File: config.mk
export PLATFORM = sky130hd
export DESIGN_NAME = ram_sync_rd_client
export DESIGN_NICKNAME = d
export VERILOG_FILES = /design/src/rtl/ram_sync_rd_client.sv
export SDC_FILE = /design/constraint.sdc
export NUM_CORES = 1
export LEC_CHECK = 0
export ABC_AREA = 1
export CAP_MARGIN = 40
export CORE_UTILIZATION = 35
export DETAILED_ROUTE_END_ITERATION = 8
export PLACE_DENSITY = 0.83
export SLEW_MARGIN = 20
export SYNTH_ARGS = -nofsm -noshare
export SYNTH_HDL_FRONTEND = slang
export SYNTH_SLANG_ARGS = --single-unit
File: constraint.sdc
create_clock -name clk_i -period 1.75 [get_ports clk_i]
set_clock_uncertainty 0.2 [all_clocks]
set_input_delay 0.2625 -clock clk_i [delete_from_list [all_inputs] [get_ports clk_i]]
set_output_delay 0.2625 -clock clk_i [all_outputs]
set_load 0.02 [all_outputs]
File: src/rtl/ram_sync_rd_client.sv
// Ready/valid request front-end for a synchronous 1R1W RAM with one-cycle read latency.
// Returns read data in issue order through a 2-entry buffer and forwards same-cycle writes.
module ram_sync_rd_client #(
  parameter int width_p = 8,
  parameter int depth_p = 512,
  localparam int aw = $clog2(depth_p)
) (
  input  logic               clk_i,
  input  logic               reset_ni,

  input  logic               wr_valid_i,
  output logic               wr_ready_o,
  input  logic [aw-1:0]      wr_addr_i,
  input  logic [width_p-1:0] wr_data_i,

  input  logic               rd_valid_i,
  output logic               rd_ready_o,
  input  logic [aw-1:0]      rd_addr_i,

  output logic               rsp_valid_o,
  input  logic               rsp_ready_i,
  output logic [width_p-1:0] rsp_data_o,

  output logic               ram_wr_valid_o,
  output logic [aw-1:0]      ram_wr_addr_o,
  output logic [width_p-1:0] ram_wr_data_o,
  output logic               ram_rd_valid_o,
  output logic [aw-1:0]      ram_rd_addr_o,
  input  logic [width_p-1:0] ram_rd_data_i
);

  logic               up_q;
  logic               inflight_q;
  logic               fwd_q;
  logic [width_p-1:0] fwd_data_q;
  logic [1:0]         count_q;
  logic               wr_ptr_q;
  logic               rd_ptr_q;
  logic [width_p-1:0] fifo_q [2];

  logic               wr_fire;
  logic               rd_fire;
  logic               push;
  logic               pop;
  logic [width_p-1:0] push_data;

  assign wr_ready_o     = up_q;
  assign wr_fire        = wr_valid_i & wr_ready_o;
  assign ram_wr_valid_o = wr_fire;
  assign ram_wr_addr_o  = wr_addr_i;
  assign ram_wr_data_o  = wr_data_i;

  assign rsp_valid_o = (count_q != 2'd0);
  assign rsp_data_o  = fifo_q[rd_ptr_q];
  assign pop         = rsp_valid_o & rsp_ready_i;

  // A pop this cycle frees a slot, so rsp_ready_i feeds rd_ready_o directly for full rate.
  assign rd_ready_o = up_q &
                      ((({1'b0, count_q} + {2'b00, inflight_q}) < 3'd2) | pop);
  assign rd_fire        = rd_valid_i & rd_ready_o;
  assign ram_rd_valid_o = rd_fire;
  assign ram_rd_addr_o  = rd_addr_i;

  // The RAM returns pre-write data on a same-cycle collision, so the captured write wins.
  assign push      = inflight_q;
  assign push_data = fwd_q ? fwd_data_q : ram_rd_data_i;

  always_ff @(posedge clk_i or negedge reset_ni) begin
    if (!reset_ni) begin
      up_q       <= 1'b0;
      inflight_q <= 1'b0;
      fwd_q      <= 1'b0;
      fwd_data_q <= '0;
      count_q    <= 2'd0;
      wr_ptr_q   <= 1'b0;
      rd_ptr_q   <= 1'b0;
      fifo_q[0]  <= '0;
      fifo_q[1]  <= '0;
    end else begin
      up_q       <= 1'b1;
      inflight_q <= rd_fire;
      fwd_q      <= rd_fire & wr_fire & (wr_addr_i == rd_addr_i);
      fwd_data_q <= wr_data_i;
      if (push) begin
        fifo_q[wr_ptr_q] <= push_data;
        wr_ptr_q         <= ~wr_ptr_q;
      end
      if (pop) begin
        rd_ptr_q <= ~rd_ptr_q;
      end
      unique case ({push, pop})
        2'b10:   count_q <= count_q + 2'd1;
        2'b01:   count_q <= count_q - 2'd1;
        default: count_q <= count_q;
      endcase
    end
  end

  count_in_range: assert property (@(posedge clk_i) disable iff (!reset_ni) count_q <= 2'd2);

endmodule
==> summary.txt <==
Drt
  – DR vias/cell: 4.34
  – Routed WL: 3.96 mm
  – DR pass1 iterations: 6
  – Initial DRC count: just over 60
  – Total number of vias: 1522
  – Routed length per instance: approximately 11 µm
  – Residual DRC: 0
  – ANT nets after route: 0

Floorplan
  – Starting Density: 36.3%
  – Core ar.: between 0.004 and 0.005 mm²
  – Row count: 25
  – Die height: approximately 72 µm
  – Io pins: slightly below 80
  – Die X: between 70 and 80 µm
  – Die footprint: between 0.005 and 0.006 mm²

Yosys
  – Register area share after synthesis: about 46%
  – Post-synth EDFFs: 0
  – Most frequent cell after synthesis: nand2_1
  – Syn_area_per_cell: 8.19 µm²
  – Yosys top cell area share: between 40% and 50%
  – Synth area leader: dfrtp_1
  – Synthesized cell area: around 0.0017 mm²
  – Asr flop ratio synth: 100%
  – Most frequent cells after synthesis: nand2_1 (68), dfrtp_1 (31), inv_1 (28)
  – YS warnings: 0
  – Main flop type after synthesis: dfrtp_1
  – Flops & latches, synth: 31
  – Ranking of synthesized cells by area: dfrtp_1 (46%), nand2_1 (15%), buf_4 (11%)
  – Mapped Nets: around 250
  – Mapped Cells: between 200 and 250
  – Netlist cell types: 24

Critical path
  – Setup crit start kind: flip-flop
  – CP required: about 1.3 ns
  – R2R Setup Slk: about 0.090 ns
  – CP max-delay cell: dfrtp_1
  – Worst Path Max Fanout: 3
  – Max stage delay on crit path: roughly 0.4 ns
  – Worst Setup End Kind: output port
  – CP Cell Sequence: or2_4 -> dlygate4sd2_1
  – Worst flop-to-flop path startpoint: count_q[0]
  – Crit path kind: flip-flop to output port
  – CP arrival: 1.24 ns
  – Worst Reg-to-Reg Cells: 7
  – RR Endpoint: count_q[1]

Timing
  – Crit share post-route: a little over nine tenths
  – Final count of negative-setup-slack endpoints: 0
  – Count of final hold-check violations: 0
  – Max Clk Rate: ~0.59 GHz
  – Slew Limit Fails: 0
  – RSZ-0062 raised after global routing: false
  – Tmin final: ~1.7 ns

Placed design
  – RePlAce Congestion: 0.791
  – Placed cell count: about 340
  – I/O Buffers: between 70 and 80
  – Post-DP HPWL: 3.01 mm

Outcome
  – Status: finished clean

Clock network
  – Clk sinks: 31
  – CTS max path bufs: 2
  – CTS Root Cell: clkbuf_8
  – CTS tree: done
  – Worst-path clk slew: ~0.06 ns
  – Clock buffer count from CTS: 5
  – Worst-Skew Late Latency: 0.27 ns
  – Clock H-tree levels: 2

GRT
  – Gr ovfl total: 0
  – Global-route wire length before repair: 6.38 mm
  – Largest net degree at the start of global routing: 32
  – GRT Total Usage: about 16%
  – Number of global-route vias before repair: approximately 1500
  – Initial antenna violation count: 0

Finish
  – Area grow syn2layout: 51.8%
  – Nets: approximately 340
  – Share of cells above drive strength 1: between 20% and 30%
  – Final non-filler cell total: between 300 and 400
  – ANT cells: 0

Job
  – Max-Cap Viols: 0

Power and ir drop
  – LEAKAGE: 1.38 nW
  – P_int: 1.83 mW
  – Power Total: between 2 and 3 mW
  – Clock network power share: between 15 and 20%
  – Max VDD drop: about 0.4 mV
  – Sequential share of power: 37.6%
  – Logic gate share of total power: approximately 46%
  – Psw: 1.12 mW
  – PD cells: 1140 mW/mm²
  – Sw Ratio: 37.9%

Hold path
  – Hold WC Path Type: primary input to async pin
==> cell usage in the layout (no fill, tap or decap), drive strengths merged <==
master / instances
a21oi: 1
ha: 1
nand3: 2
xnor2: 2
xor2: 2
clkbuf: 7
nor2: 11
clkinv: 1
clkdlybuf4s50: 38
or2: 1
nand2: 69
dfrtp: 31
dlygate4sd2: 29
inv: 29
buf: 45
a21boi: 1
conb: 1
o21ai: 17
mux2: 8
nor3: 1
==> layer usage <==
layer | vias to the layer above | part of all wire (%) | track usage, % | wire, µm
met2 | 45 | 55 | 30.7 | 2190
met3 | 6 | 4.8 | 3.38 | 189
met5 | - | 0 | 0 | 0
met4 | 0 | 1.3 | 5.88 | 52
li1 | 778 | - | - | -
met1 | 693 | 39 | 17.2 | 1530
==> state kept, by name (all words and copies together), names as in the netlist <==
register / flops
wr_ready_o: 1
count_q: 2
inflight_q: 1
wr_ptr_q: 1
rd_ptr_q: 1
fwd_data_q: 8
fwd_q: 1
fifo_q: 16
==> kinds of logic (layout without fill, tap and decap cells) <==
kind of cell	count (synthesis)	in the layout	synth area share, %
and+or+nand+nor	84	84	20.0
buffers and inverters	60	149	20.0
DFF	31	31	45.5
AOI/OAI and AO/OA	19	19	6.17
muxes	8	8	5.29
xor gates and xnor gates	4	4	2.06
adders and majority gates	1	1	0.734
other	1	1	0.220
==> metrics by stage <==
step           TNS (ns)  hold WS, ns  cell area [µm²]  setup slack [ns]  utilization (%)
2_1_floorplan         0       -0.233             1710            0.0138                -
3_3_place_gp      -3.46        0.263             2570            -0.301             54.7
3_5_place_dp      -3.84        0.265             2570            -0.375             54.7
4_1_cts         -0.0144        0.196             2580           -0.0144             55.0
5_1_grt               0        0.236             2590          0.000434             55.1
6_report              0        0.184             2590            0.0454             55.1
==> worst max-delay path: cells and delay by family (launching register included) <==
| family | cells | cell delay, ns |
|---|---|---|
| flip-flops | 1 | 0.39 |
| buffers and inverters | 1 | 0.32 |
| AND/OR/NAND/NOR | 1 | 0.26 |
==> power by group through the flow <==
| stage | sequential, mW | combinational (mW) | clock, mW |
|---|---|---|---|
| 2_1_floorplan | 1.08 | 0.818 | 0 |
| 3_3_place_gp | 1.13 | 1.38 | 0 |
| 3_5_place_dp | 1.15 | 1.41 | 0 |
| 4_1_cts | 1.11 | 1.36 | 0.503 |
| 5_1_grt | 1.14 | 1.48 | 0.531 |
| 6_report | 1.11 | 1.35 | 0.491 |
==> what timing repair did <==
action,in CTS,in global routing
setup endpoints to repair,39,3
hold buffers,0,0
buffers inserted,3,0
resized for setup,77,4
==> worst max path at each step <==
stage	from	end	slack, ns	depth (start not counted)
2_1_floorplan	count_q[0]	count_q[1]	0.01	7
3_3_place_gp	rsp_ready_i	ram_rd_valid_o	-0.30	6
3_5_place_dp	rsp_ready_i	rd_ready_o	-0.37	4
4_1_cts	rd_ptr_q	rsp_data_o[1]	-0.01	4
5_1_grt	count_q[0]	ram_rd_valid_o	0.0004	6
6_report	count_q[0]	rsp_valid_o	0.05	2
==> final cells by class <==
cell class                 instances  area (µm²)
tap                               54        67.6
sequential                        31         777
clock buffer                       6        72.6
fill                             453        2100
inverter                          30         114
timing repair buffer             113         952
multi-input combinational        117         604
(Power assumes the default switching activity.)
